==> src/rtl/emu_dt_sched.sv <==
// emu_dt_sched: emulation time-step scheduler.
// Selects the smallest dt request each cycle and gates it by the host control
// mode (free-run, hold, run-to-time, run-N-steps). Owns emu_time and emu_dt.
// Optional feature: define EMU_DT_SCHED_STATS_EN to build the stall_cycles
// counter; otherwise stall_cycles reads 0 and no counter exists.
module emu_dt_sched #(
  parameter int unsigned N_REQ      = 2,
  parameter int unsigned DT_WIDTH   = 32,
  parameter int unsigned TIME_WIDTH = 64
) (
  input  logic                      emu_clk,
  input  logic                      emu_rst,
  input  logic [N_REQ*DT_WIDTH-1:0] dt_req,
  input  logic [1:0]                ctrl_mode,
  input  logic [TIME_WIDTH-1:0]     ctrl_data,
  output logic [DT_WIDTH-1:0]       emu_dt,
  output logic [TIME_WIDTH-1:0]     emu_time,
  output logic [N_REQ-1:0]          dt_grant,
  output logic                      running,
  output logic                      done,
  output logic [31:0]               stall_cycles
);

  localparam logic [1:0] MODE_FREE  = 2'd0;
  localparam logic [1:0] MODE_HOLD  = 2'd1;
  localparam logic [1:0] MODE_RUNTO = 2'd2;
  localparam logic [1:0] MODE_RUNN  = 2'd3;

  typedef enum logic [2:0] {
    StIdle,
    StArm,
    StFree,
    StHold,
    StRunTo,
    StRunN,
    StDone
  } state_e;

  state_e                state_q, state_d;
  logic [1:0]            mode_q, mode_d;
  logic [TIME_WIDTH-1:0] tgt_q, tgt_d;
  logic [TIME_WIDTH-1:0] cnt_q, cnt_d;
  logic [TIME_WIDTH-1:0] time_q;
  logic [DT_WIDTH-1:0]   dt_q;
  logic [N_REQ-1:0]      grant_q;
  logic                  done_q;

  logic [DT_WIDTH-1:0]   dmin;
  logic [N_REQ-1:0]      dmin_grant;
  logic [DT_WIDTH-1:0]   dsel;
  logic [N_REQ-1:0]      gsel;
  logic [TIME_WIDTH-1:0] rem_full;
  logic [TIME_WIDTH-1:0] dt_max_ext;
  logic [DT_WIDTH-1:0]   rem_clamp;

  // Minimum request; strict less-than keeps the lowest index on ties.
  always_comb begin
    dmin       = dt_req[DT_WIDTH-1:0];
    dmin_grant = N_REQ'(1);
    for (int i = 1; i < N_REQ; i++) begin
      if (dt_req[i*DT_WIDTH +: DT_WIDTH] < dmin) begin
        dmin       = dt_req[i*DT_WIDTH +: DT_WIDTH];
        dmin_grant = N_REQ'(1) << i;
      end
    end
  end

  // Distance to target, clamped to the largest representable step.
  assign rem_full   = tgt_q - time_q;
  assign dt_max_ext = TIME_WIDTH'({DT_WIDTH{1'b1}});
  assign rem_clamp  = (rem_full > dt_max_ext) ? {DT_WIDTH{1'b1}} : rem_full[DT_WIDTH-1:0];

  // Next state, latched control values and the step applied this cycle.
  always_comb begin
    state_d = state_q;
    mode_d  = mode_q;
    tgt_d   = tgt_q;
    cnt_d   = cnt_q;
    dsel    = '0;
    gsel    = '0;
    unique case (state_q)
      StFree: begin
        dsel = dmin;
        gsel = dmin_grant;
      end
      StRunTo: begin
        // A step shortened by the target was not set by any requester.
        if (dmin <= rem_clamp) begin
          dsel = dmin;
          gsel = dmin_grant;
        end else begin
          dsel = rem_clamp;
        end
        if (rem_full == TIME_WIDTH'(dsel)) state_d = StDone;
      end
      StRunN: begin
        if (cnt_q != '0) begin
          dsel = dmin;
          gsel = dmin_grant;
          // Zero-dt cycles do not consume a step.
          if (dmin != '0) begin
            cnt_d = cnt_q - 1'b1;
            if (cnt_q == TIME_WIDTH'(1)) state_d = StDone;
          end
        end
      end
      StArm: begin
        mode_d = ctrl_mode;
        unique case (ctrl_mode)
          MODE_FREE: state_d = StFree;
          MODE_HOLD: state_d = StHold;
          MODE_RUNTO: begin
            tgt_d   = ctrl_data;
            state_d = (ctrl_data <= time_q) ? StDone : StRunTo;
          end
          MODE_RUNN: begin
            cnt_d   = ctrl_data;
            state_d = (ctrl_data == '0) ? StDone : StRunN;
          end
          default: state_d = StHold;
        endcase
      end
      StIdle, StHold, StDone: ;
      default: state_d = StIdle;
    endcase
    // Any mode change re-arms; ARM itself latches whatever mode is present.
    if (state_q != StArm && ctrl_mode != mode_q) state_d = StArm;
  end

  // State, control latches and the registered step/time/grant outputs.
  always_ff @(posedge emu_clk or posedge emu_rst) begin
    if (emu_rst) begin
      state_q <= StIdle;
      mode_q  <= MODE_HOLD;
      tgt_q   <= '0;
      cnt_q   <= '0;
      dt_q    <= '0;
      time_q  <= '0;
      grant_q <= '0;
      done_q  <= 1'b0;
    end else begin
      state_q <= state_d;
      mode_q  <= mode_d;
      tgt_q   <= tgt_d;
      cnt_q   <= cnt_d;
      dt_q    <= dsel;
      time_q  <= time_q + TIME_WIDTH'(dsel);
      grant_q <= gsel;
      done_q  <= (state_d == StDone) && (state_q != StDone);
    end
  end

  assign emu_dt   = dt_q;
  assign emu_time = time_q;
  assign dt_grant = grant_q;
  assign done     = done_q;
  assign running  = (state_q == StFree) || (state_q == StRunTo) || (state_q == StRunN);

`ifdef EMU_DT_SCHED_STATS_EN
  logic [31:0] stall_q;

  // Saturating count of zero-step cycles outside IDLE.
  always_ff @(posedge emu_clk or posedge emu_rst) begin
    if (emu_rst) begin
      stall_q <= '0;
    end else if (state_q != StIdle && dsel == '0 && stall_q != 32'hFFFF_FFFF) begin
      stall_q <= stall_q + 32'd1;
    end
  end

  assign stall_cycles = stall_q;
`else
  assign stall_cycles = 32'd0;
`endif

endmodule

==> config.mk <==
export PLATFORM = sky130hd
export DESIGN_NAME = emu_dt_sched
export DESIGN_NICKNAME = d
export VERILOG_FILES = /design/src/rtl/emu_dt_sched.sv
export SDC_FILE = /design/constraint.sdc
export NUM_CORES = 1
export LEC_CHECK = 0
export CORE_ASPECT_RATIO = 1.75
export CORE_MARGIN = 10
export CORE_UTILIZATION = 50
export CTS_CLUSTER_SIZE = 25
export DETAILED_ROUTE_END_ITERATION = 6
export GPL_ROUTABILITY_DRIVEN = 0
export PLACE_DENSITY = 0.75
export REMOVE_ABC_BUFFERS = 1
export SYNTH_ARGS = -nofsm -noshare
export SYNTH_HDL_FRONTEND = slang
export SYNTH_SLANG_ARGS = --single-unit
==> constraint.sdc <==
create_clock -name emu_clk -period 12 [get_ports emu_clk]
set_clock_uncertainty 0.05 [all_clocks]
set_input_delay 3 -clock emu_clk [delete_from_list [all_inputs] [get_ports emu_clk]]
set_output_delay 3 -clock emu_clk [all_outputs]
set_load 0.01 [all_outputs]
### Word-level counts from Yosys, hierarchy flattened

Index checks and enable logic that the tools add are counted.

| storage, ports and cells | value |
|---|---|
| register bits after elaboration | 232 |
| input port bits | 132 |
| word-level logic and storage cells | 69 |

| operators by class | value |
|---|---|
| add/subtract/negate cells | 3 |
| order comparisons | 4 |
| equality and inequality tests | 18 |
| mux-type cells | 23 |
| reduce and logical (&&, ||, !) cells | 13 |

Operator list:

| cell | number |
|---|---|
| $mux 64 | 3 |
| $mux 32 | 5 |
| $pmux 64 s2 | 1 |
| $pmux 32 s3 | 1 |
| $add 64x32->64 | 1 |
| $eq 64x1->1 const B | 1 |
| $eq 64x32->1 | 1 |
| $gt 64x32->1 const B | 1 |
| $le 64x64->1 | 1 |
| $logic_not 64->1 | 1 |
| $reduce_bool 64->1 | 1 |
| $sub 64x1->64 const B | 1 |
| $sub 64x64->64 | 1 |
| $le 32x32->1 | 1 |
| $lt 32x32->1 | 1 |
| $reduce_bool 32->1 | 1 |
| $pmux 3 s4 | 2 |
| $mux 3 | 5 |
| $eq 3x3->1 const B | 4 |
| $mux 2 | 5 |
| $eq 3x2->1 const B | 2 |
| $ne 2x2->1 const B | 3 |
| $pmux 2 s3 | 1 |
| $eq 2x2->1 const B | 2 |
| other kinds (13) | 15 |

### Longest topological paths before layout

Gate-level depths: netlist of run 1.

| depth | value |
|---|---|
| word-level depth | 12 |
| depth in mapped cells | 42 |
| depth with buffers taken out | 40 |

### Worst setup path after synthesis of run 1

OpenSTA, ideal clock, no wires.

| timing path | value |
|---|---|
| path type | input to register |
| from | input port dt_req[25] |
| to | register time_q[48] (netlist: emu_time[48]) |
| arrival | 10.398 ns |
| data required time | 11.827 ns |
| setup slack | 1.429 ns |
| stages on the path | 36 |
| path buffers | 5 |
| cell sequence | inv_1 -> ha_1 -> a21o_1 -> a221o_1 -> a221oi_1 -> o21ai_0 -> nor2_1 -> clkbuf_1 -> clkbuf_1 -> o21ai_0 -> ha_1 -> a21o_1 -> a21o_1 -> a21o_1 -> a21o_1 -> a21oi_1 -> a2bb2oi_1 -> and4b_1 -> or3_1 -> buf_1 -> clkbuf_1 -> o22ai_1 -> ha_1 -> fa_1 -> a21o_1 -> a21o_1 -> a2111oi_0 -> o21ai_0 -> a31oi_1 -> o21a_1 -> o21ai_0 -> a41oi_1 -> a21o_1 -> clkbuf_1 -> nor2_1 -> xnor2_1 |

| between the ends | value |
|---|---|
| cells in the longest elaborated chain, start to end | 7 |
| elaborated cells on any way between the ends | 8 |
| classes of those cells | add/sub (1); order compare (2); mux (5) |

RTL lines:

| element | line | text |
|---|---|---|
| from (decl) | 13 | `input logic [N_REQ*DT_WIDTH-1:0] dt_req,` |
| $lt 32x32->1 | 61 | `if (dt_req[i*DT_WIDTH +: DT_WIDTH] < dmin) begin` |
| $mux 32 (*) | 61 |  |
| $le 32x32->1 | 88 | `if (dmin <= rem_clamp) begin` |
| $mux 32 | 88 |  |
| $mux 32 | 81 | `unique case (state_q)` |
| $pmux 32 s3 (*) | 81 |  |
| via dsel[0] | 50 | `logic [DT_WIDTH-1:0] dsel;` |
| $add 64x32->64 (*) | 147 | `time_q <= time_q + TIME_WIDTH'(dsel);` |
| to (signal assigned) | 147 |  |
| to (decl) | 43 | `logic [TIME_WIDTH-1:0] time_q;` |

The timed path passes the listed nets; every way through them passes the cells marked *. The select of a mux whose other input is x is not followed.
A chain may end at the register's enable or synchronous reset.

### Final worst setup path of run 1

| timing path | value |
|---|---|
| from | input port dt_req[31] |
| to | register time_q[52] (netlist: emu_time[52]) |

Same word-level chain as after synthesis.

==> metrics.md, run 1 <==
| Metric | Value |
|---|---|
| Die height | `299.4 µm` |
| Via-per-instance ratio | `6.901` |
| Number of buffers created by CTS | `23` |
| Clock latency on the worst-skew pair | `0.58 ns` |
| Design area | `0.02588 mm²` |
| Fill cell count | `3987` |
| Slew Limit Headroom | `0.1268` |
| Final Cycle Share | `0.9722` |
| Startpoint types | `input port` |
| Slew @ Worst Pin | `1.299 ns` |
| Root buffer cell | `clkbuf_16` |
| I/O pin cnt | `264` |
| Final net count | `3335` |
| Worst Hold Class | `reg -> reg` |
| Crit-path slowest cell | `mux2i_1` |
| Routed len/inst | `26.29 µm` |
| Final core utilization | `0.5861` |
| Switching power | `4.297 mW` |
| H-tree lvl count | `1` |
| Top cells by area, synth | `dfrtp_1 26%, ha_1 13%, o21ai_0 5.9%, a21oi_1 5.6%, nand2_1 3.5%` |
| CP most frequent cell | `a21o_1` |
| Inst Count DP | `3520` |
| Unrepaired setup endpoints after global routing | `no` |
| Register area share after synthesis | `0.2604` |
| CP endpoint kind | `flip-flop` |
| Share of cells above drive strength 1 | `0.06382` |
| Post-DP HPWL | `71.07 mm` |
| Status | `finished, final reports clean` |
| Peak VDD IR | `0.0001745 V` |
| Worst Path Required | `12.43 ns` |
| Clock power share | `0.107` |
| Via count | `24.62k` |
| Layout Cells excl Fill | `3568` |
| Routed wire length | `93.82 mm` |
| Most common cell after layout, fill and taps aside | `o21ai_0` |
| Final setup vio count | `0` |
| Total power draw | `7.783 mW` |
| Endpoints failing hold | `0` |
| Min Tclk post-route | `11.67 ns` |
| DR pass1 iterations | `7` |
| Yosys cell types | `87` |
| Die area | `0.05377 mm²` |
| Synth Flop Type | `dfrtp_1` |
| Leak | `11.11 nW` |
| DRT iter0 DRCs | `2786` |
| Area of the core | `0.04416 mm²` |
| Avg Inst Size Synth | `7.909 µm²` |
| GRT Residual Overflow | `0` |
| Max cap viols | `0` |
| Switching Share | `0.5522` |
| Flop pwr share | `0.184` |
| Synth Instances | `2819` |
| Crit Path Max Fanout | `30` |
| Area after DPL | `0.02501 mm²` |
| Layout area overhead | `16.07%` |
| Synth Register Bits | `232` |
| Largest stage delay on the critical path | `0.59 ns` |
| Dominant cell type by area after synthesis | `dfrtp_1` |
| Most frequent cells in the layout | `260 x o21ai_0, 249 x a21oi_1, 231 x dfrtp_1, 231 x clkdlybuf4s50_1, 225 x ha_1` |
| Multi-input gate area | `0.01536 mm²` |
| Share of Yosys cell area claimed by the top area cell type | `0.2593` |
| Ys Warns | `0` |
| Cell Int Power | `3.485 mW` |
| Critical setup path kind | `in -> reg` |
| FP Rows | `102` |
| Reg area | `0.005807 mm²` |
| Clk slew on worst S/H paths | `0.07 ns` |
| Setup TNS | `0 ns` |
| Syn Std Cell Area | `0.02230 mm²` |
| # clock sinks | `232` |
| CTS tree | `yes` |
| DRC | `0` |
| Clk buf depth | `3` |
| Data arrival time of the worst path | `12.10 ns` |
| Cell Pwr Density | `300.7 mW/mm²` |
| Gate power share | `0.709` |
| Asr flop ratio synth | `1.000` |
| Max-slew violations | `0` |
| First-pass GRT wire length | `141.5 mm` |
| Largest net degree at the start of global routing | `124` |
| Post-CTS Hold Buffers | `0` |
| I/O Buffers | `231` |
| Number of global-route vias before repair | `24.17k` |
| Die W | `179.6 µm` |
| Initial Utilization | `0.5049` |
| DRT antenna net count | `0` |
| F_max | `85.72 MHz` |
| Total track usage | `0.3326` |
| EDFF count, synth | `0` |
| Initial antenna violation count | `1` |
[critical path: cells and delay by family]
family / cells / cell delay [ns]
multiplexers: 1 / 0.59
AO/OA/AOI/OAI: 20 / 3.97
adder cells (fa/ha/maj): 3 / 0.87
AND/OR/NAND/NOR: 6 / 1.63
buffers and inverters: 8 / 1.81
XOR/XNOR: 1 / 0.16
[Yosys cell counts (14+ instances only)]
| library cell | number |
|---|---|
| nand4_1 | 88 |
| o21a_1 | 36 |
| o21ai_1 | 14 |
| nand3_1 | 92 |
| nand2b_1 | 19 |
| nor2_1 | 196 |
| a22oi_1 | 23 |
| clkbuf_1 | 128 |
| o211ai_1 | 25 |
| nor2b_1 | 16 |
| nor4_1 | 75 |
| o21ai_0 | 261 |
| mux2_2 | 65 |
| xor2_1 | 28 |
| inv_1 | 138 |
| ha_1 | 225 |
| and3_1 | 28 |
| a21o_1 | 78 |
| xnor2_1 | 77 |
| a21oi_1 | 251 |
| o21bai_1 | 14 |
| dfrtp_1 | 231 |
| a2111oi_0 | 14 |
| and2_1 | 16 |
| nor3_1 | 128 |
| o22ai_1 | 23 |
| buf_4 | 33 |
| or2_2 | 14 |
| a31oi_1 | 22 |
| or3_1 | 31 |
| and4_1 | 21 |
| a211oi_1 | 23 |
| nand2_1 | 205 |
[per-layer routing]
metal / up-vias / GRT usage / part of all wire
li1: 10810 / - / -
met1: 11620 / 0.3397 / 0.33
met2: 1624 / 0.5538 / 0.47
met3: 572 / 0.08046 / 0.091
met4: 2 / 0.3069 / 0.11
met5: - / 0 / 0.00021
[power by group through the flow]
stage / clock network [mW] / registers, mW / logic, mW
2_1_floorplan: 0 / 1.37 / 3.46
3_3_place_gp: 0 / 1.42 / 5.02
5_1_grt: 0.867 / 1.46 / 5.88
6_report: 0.833 / 1.43 / 5.52
3_5_place_dp: 0 / 1.43 / 5.16
4_1_cts: 0.835 / 1.42 / 5.19
[final timing paths]
check | startpoint | to | slack [ns] | depth (start not counted)
worst max-delay path | dt_req[31] | emu_time[52] | 0.33 | 39
worst min-delay path | mode_q[0] | mode_q[0] | 0.42 | 2
worst max register to register | emu_time[22] | emu_time[52] | 0.62 | 42
worst min register to register | mode_q[0] | mode_q[0] | 0.42 | 2
max in group asynchronous | emu_rst | dt_grant[0] | 7.53 | 3
min in group asynchronous | emu_rst | cnt_q[43] | 2.94 | 2
[state kept, by name, summed over array words and instances (netlist names)]
signal    flops
emu_dt       32
state_q       3
mode_q        2
emu_time     64
cnt_q        64
done          1
tgt_q        64
dt_grant      2
[area by class of cell]
class / count / area share
Clock inverter: 12 / 0.007252
Timing Repair Buffer: 269 / 0.1018
Multi-Input combinational cell: 2312 / 0.5935
Inverter: 138 / 0.02031
Tap cell: 572 / 0.02766
Antenna cell: 3 / 0.0002901
Sequential cell: 232 / 0.2244
Clock buffer: 30 / 0.02480
[what timing repair did]
item | in CTS | in global routing
gates resized for setup | 0 | 3
endpoints found under the setup margin | 0 | 34
buffers inserted | 0 | 3
[metrics by stage]
stage	hold WS, ns	setup slack (ns)
2_1_floorplan	0.3955	1.136
3_3_place_gp	0.4024	0.5931
3_5_place_dp	0.4054	0.3698
4_1_cts	0.4171	0.8895
5_1_grt	0.4433	0.08120
6_report	0.4169	0.3338
[cell families after synthesis]
logic type,after synthesis,synth area share
AO/OA/AOI/OAI,891,0.2465
buffers and inverters,306,0.05808
other,1,0.0001682
XOR/XNOR,105,0.04125
AND/OR/NAND/NOR,987,0.2305
adder cells (fa/ha/maj),227,0.1281
multiplexers,70,0.03507
flip-flops,232,0.2604
No activity file was read; power rests on OpenSTA's default activity.
==> run 2, diff against run 1 <==
CORE_UTILIZATION = 30   (was 50)
PLACE_DENSITY = 0.5   (was 0.75)
clock period = 11.98 ns   (was 12 ns; I/O delays follow)
==> run 2 against run 1 <==
Effect of this change:
- sequential share of layout area shrank 0.43 points
- cell count grew 11%
- critical endpoint unchanged
- flip-flop and latch count is the same
- wire length grew 11%
- hold slack gained 0.010 ns
- global-route usage shrank 10 points
- setup slack gained 0.26 ns
- design area grew 1.9%
- core utilization shrank 23 points
- non-clock buffer count grew 3
- combinational power grew 1%
==> metrics.md, run 2 (same netlist as run 1, synthesis figures left out) <==
| Metric | Value |
|---|---|
| Status | `finished, final reports clean` |
| # clock sinks | `232 (unchanged)` |
| Initial Utilization | `0.3020 (-0.2029)` |
| GRT Residual Overflow | `0 (unchanged)` |
| Initial antenna violation count | `5 (+4)` |
| Worst Hold Class | `reg -> reg` |
| Clk slew on worst S/H paths | `0.07 ns (about the same)` |
| Unrepaired setup endpoints after global routing | `no` |
| Flop pwr share | `0.183 (about the same)` |
| Routed len/inst | `26.45 µm (+0.60%)` |
| Area after DPL | `0.02548 mm² (+1.9%)` |
| Critical setup path kind | `in -> reg` |
| Data arrival time of the worst path | `11.87 ns (-0.23 ns)` |
| Die area | `0.08606 mm² (+60%)` |
| Die height | `380.6 µm (+27%)` |
| Leak | `11.14 nW (+0.24%)` |
| Post-CTS Hold Buffers | `0 (unchanged)` |
| Slew @ Worst Pin | `1.283 ns (-0.01553 ns)` |
| Most common cell after layout, fill and taps aside | `o21ai_0` |
| Startpoint types | `input port` |
| Number of buffers created by CTS | `26 (+13%)` |
| First-pass GRT wire length | `151.6 mm (+7.1%)` |
| Most frequent cells in the layout | `259 x o21ai_0, 248 x a21oi_1, 231 x dfrtp_1, 231 x clkdlybuf4s50_1, 225 x ha_1` |
| CP most frequent cell | `a21o_1` |
| Cell Int Power | `3.505 mW (+0.56%)` |
| H-tree lvl count | `1 (unchanged)` |
| FP Rows | `132 (+29%)` |
| Min Tclk post-route | `11.39 ns` |
| Routed wire length | `104.3 mm (+11%)` |
| Crit-path slowest cell | `o21ai_1` |
| Post-CTS setup buffers | `0 (unchanged)` |
| Post-CTS sizing | `0 (unchanged)` |
| DRC | `0 (unchanged)` |
| Final net count | `3341 (+0.18%)` |
| Reg area | `0.005807 mm² (unchanged)` |
| DRT antenna net count | `0 (unchanged)` |
| Largest net degree at the start of global routing | `121 (-2.4%)` |
| Endpoints failing hold | `0 (unchanged)` |
| Crit path max-delay family | `compound AO/OA/AOI/OAI gates` |
| Switching power | `4.388 mW (+2.1%)` |
| Root buffer cell | `clkbuf_16` |
| CTS tree | `yes` |
| I/O pin cnt | `264 (unchanged)` |
| Via count | `23.66k (-3.9%)` |
| Die W | `226.1 µm (+26%)` |
| Slew Limit Headroom | `0.1408 (+0.01399)` |
| Peak VDD IR | `0.0001742 V (-0.16%)` |
| Worst Path Required | `12.46 ns (+0.03 ns)` |
| Share of cells above drive strength 1 | `0.06598 (+0.002162)` |
| Max cap viols | `0 (unchanged)` |
| CP endpoint kind | `flip-flop` |
| Total track usage | `0.2330 (-0.09960)` |
| Place WS | `-0.3864 ns (-0.7562 ns)` |
| Cell Pwr Density | `299.2 mW/mm² (-0.52%)` |
| Post-DP HPWL | `83.69 mm (+18%)` |
| Crit Path Max Fanout | `25 (-17%)` |
| Final setup vio count | `0 (unchanged)` |
| Clk buf depth | `3 (unchanged)` |
| Clock power share | `0.109 (+0.002)` |
| Via-per-instance ratio | `5.998 (-13%)` |
| DRT iter0 DRCs | `2017 (-28%)` |
| Final WS setup | `0.5910 ns (+0.2573 ns)` |
| Clock latency on the worst-skew pair | `0.62 ns (+0.04 ns)` |
| Layout area overhead | `18.32%` |
| Min Hold Slack | `0.4271 ns (+0.01010 ns)` |
| Max-slew violations | `0 (unchanged)` |
| Number of global-route vias before repair | `23.61k (-2.3%)` |
| Multi-input gate area | `0.01536 mm² (about the same)` |
| DR pass1 iterations | `6 (-1)` |
| Worst Path Buf+Inv | `7 (-1)` |
| Gate power share | `0.708 (about the same)` |
| Final Cycle Share | `0.9507` |
| Largest stage delay on the critical path | `0.65 ns (+0.06 ns)` |
| Switching Share | `0.5559 (+0.003755)` |
| Area of the core | `0.07383 mm² (+67%)` |
| F_max | `87.80 MHz` |
| I/O Buffers | `231 (unchanged)` |
| Design area | `0.02638 mm² (+1.9%)` |
| Fill cell count | `7644 (+92%)` |
run 2: changes by cell type in the layout (fill, tap and decap cells not counted), sizes merged:
| cell | before | now |
|---|---|---|
| clkbuf | 30 | 35 |
| diode | 3 | 5 |
| buf | 38 | 40 |
| clkinv | 4 | 8 |
| bufinv | 4 | 2 |
| inv | 140 | 139 |
run 2: final timing paths:
path / startpoint / cells after the start / slack (ns) / end
min in group asynchronous: emu_rst / 2 / 2.92 / cnt_q[11]
max in group asynchronous: emu_rst / 4 / 6.77 / dt_grant[0]
hold / removal: mode_q[0] / 2 / 0.43 / mode_q[0]
hold reg to reg: mode_q[0] / 2 / 0.43 / mode_q[0]
setup reg to reg: emu_time[22] / 41 / 0.80 / emu_time[52]
setup / recovery: dt_req[7] / 37 / 0.59 / emu_time[52]
run 2: final cells by class:
type / count / area share
clock buffers: 34 / 0.02732
inverters: 138 / 0.01992
clock inverters: 13 / 0.005644
well taps: 938 / 0.04449
repair buffers: 272 / 0.09979
multi-input cells: 2312 / 0.5822
diodes: 5 / 0.0004743
flip-flops and latches: 232 / 0.2201
run 2: metal layers:
| layer | global-route usage | part of all wire | vias to the layer above |
|---|---|---|---|
| met5 | 0 | 0.00022 | - |
| met4 | 0.2002 | 0.098 | 4 |
| met3 | 0.04478 | 0.067 | 380 |
| met2 | 0.4142 | 0.50 | 1047 |
| met1 | 0.2270 | 0.34 | 11400 |
| li1 | - | - | 10830 |
run 2: power groups by stage:
stage | Sequential, mW | Combinational (mW) | Clock [mW]
detailed placement | 1.46 | 5.40 | 0
finish | 1.45 | 5.59 | 0.860
global placement | 1.44 | 5.34 | 0
global route | 1.49 | 6.00 | 0.902
CTS | 1.44 | 5.42 | 0.879
floorplan | 1.38 | 3.47 | 0
run 2: worst min-delay path: stages (launching register included):
cell and delay [ns]:
dfstp_2 0.38, nand2_1 0.05, nand2_1 0.05
run 2: stage by stage:
stage | std cells | total power, mW | setup TNS (ns) | utilization
finish | 3944 | 7.893 | 0 | 0.3573
global route | 3940 | 8.388 | 0 | 0.3572
CTS | 3938 | 7.741 | 0 | 0.3570
detailed placement | 3891 | 6.850 | -5.697 | 0.3452
global placement | 3891 | 6.785 | -5.515 | 0.3452
floorplan | 2682 | 4.843 | 0 | -
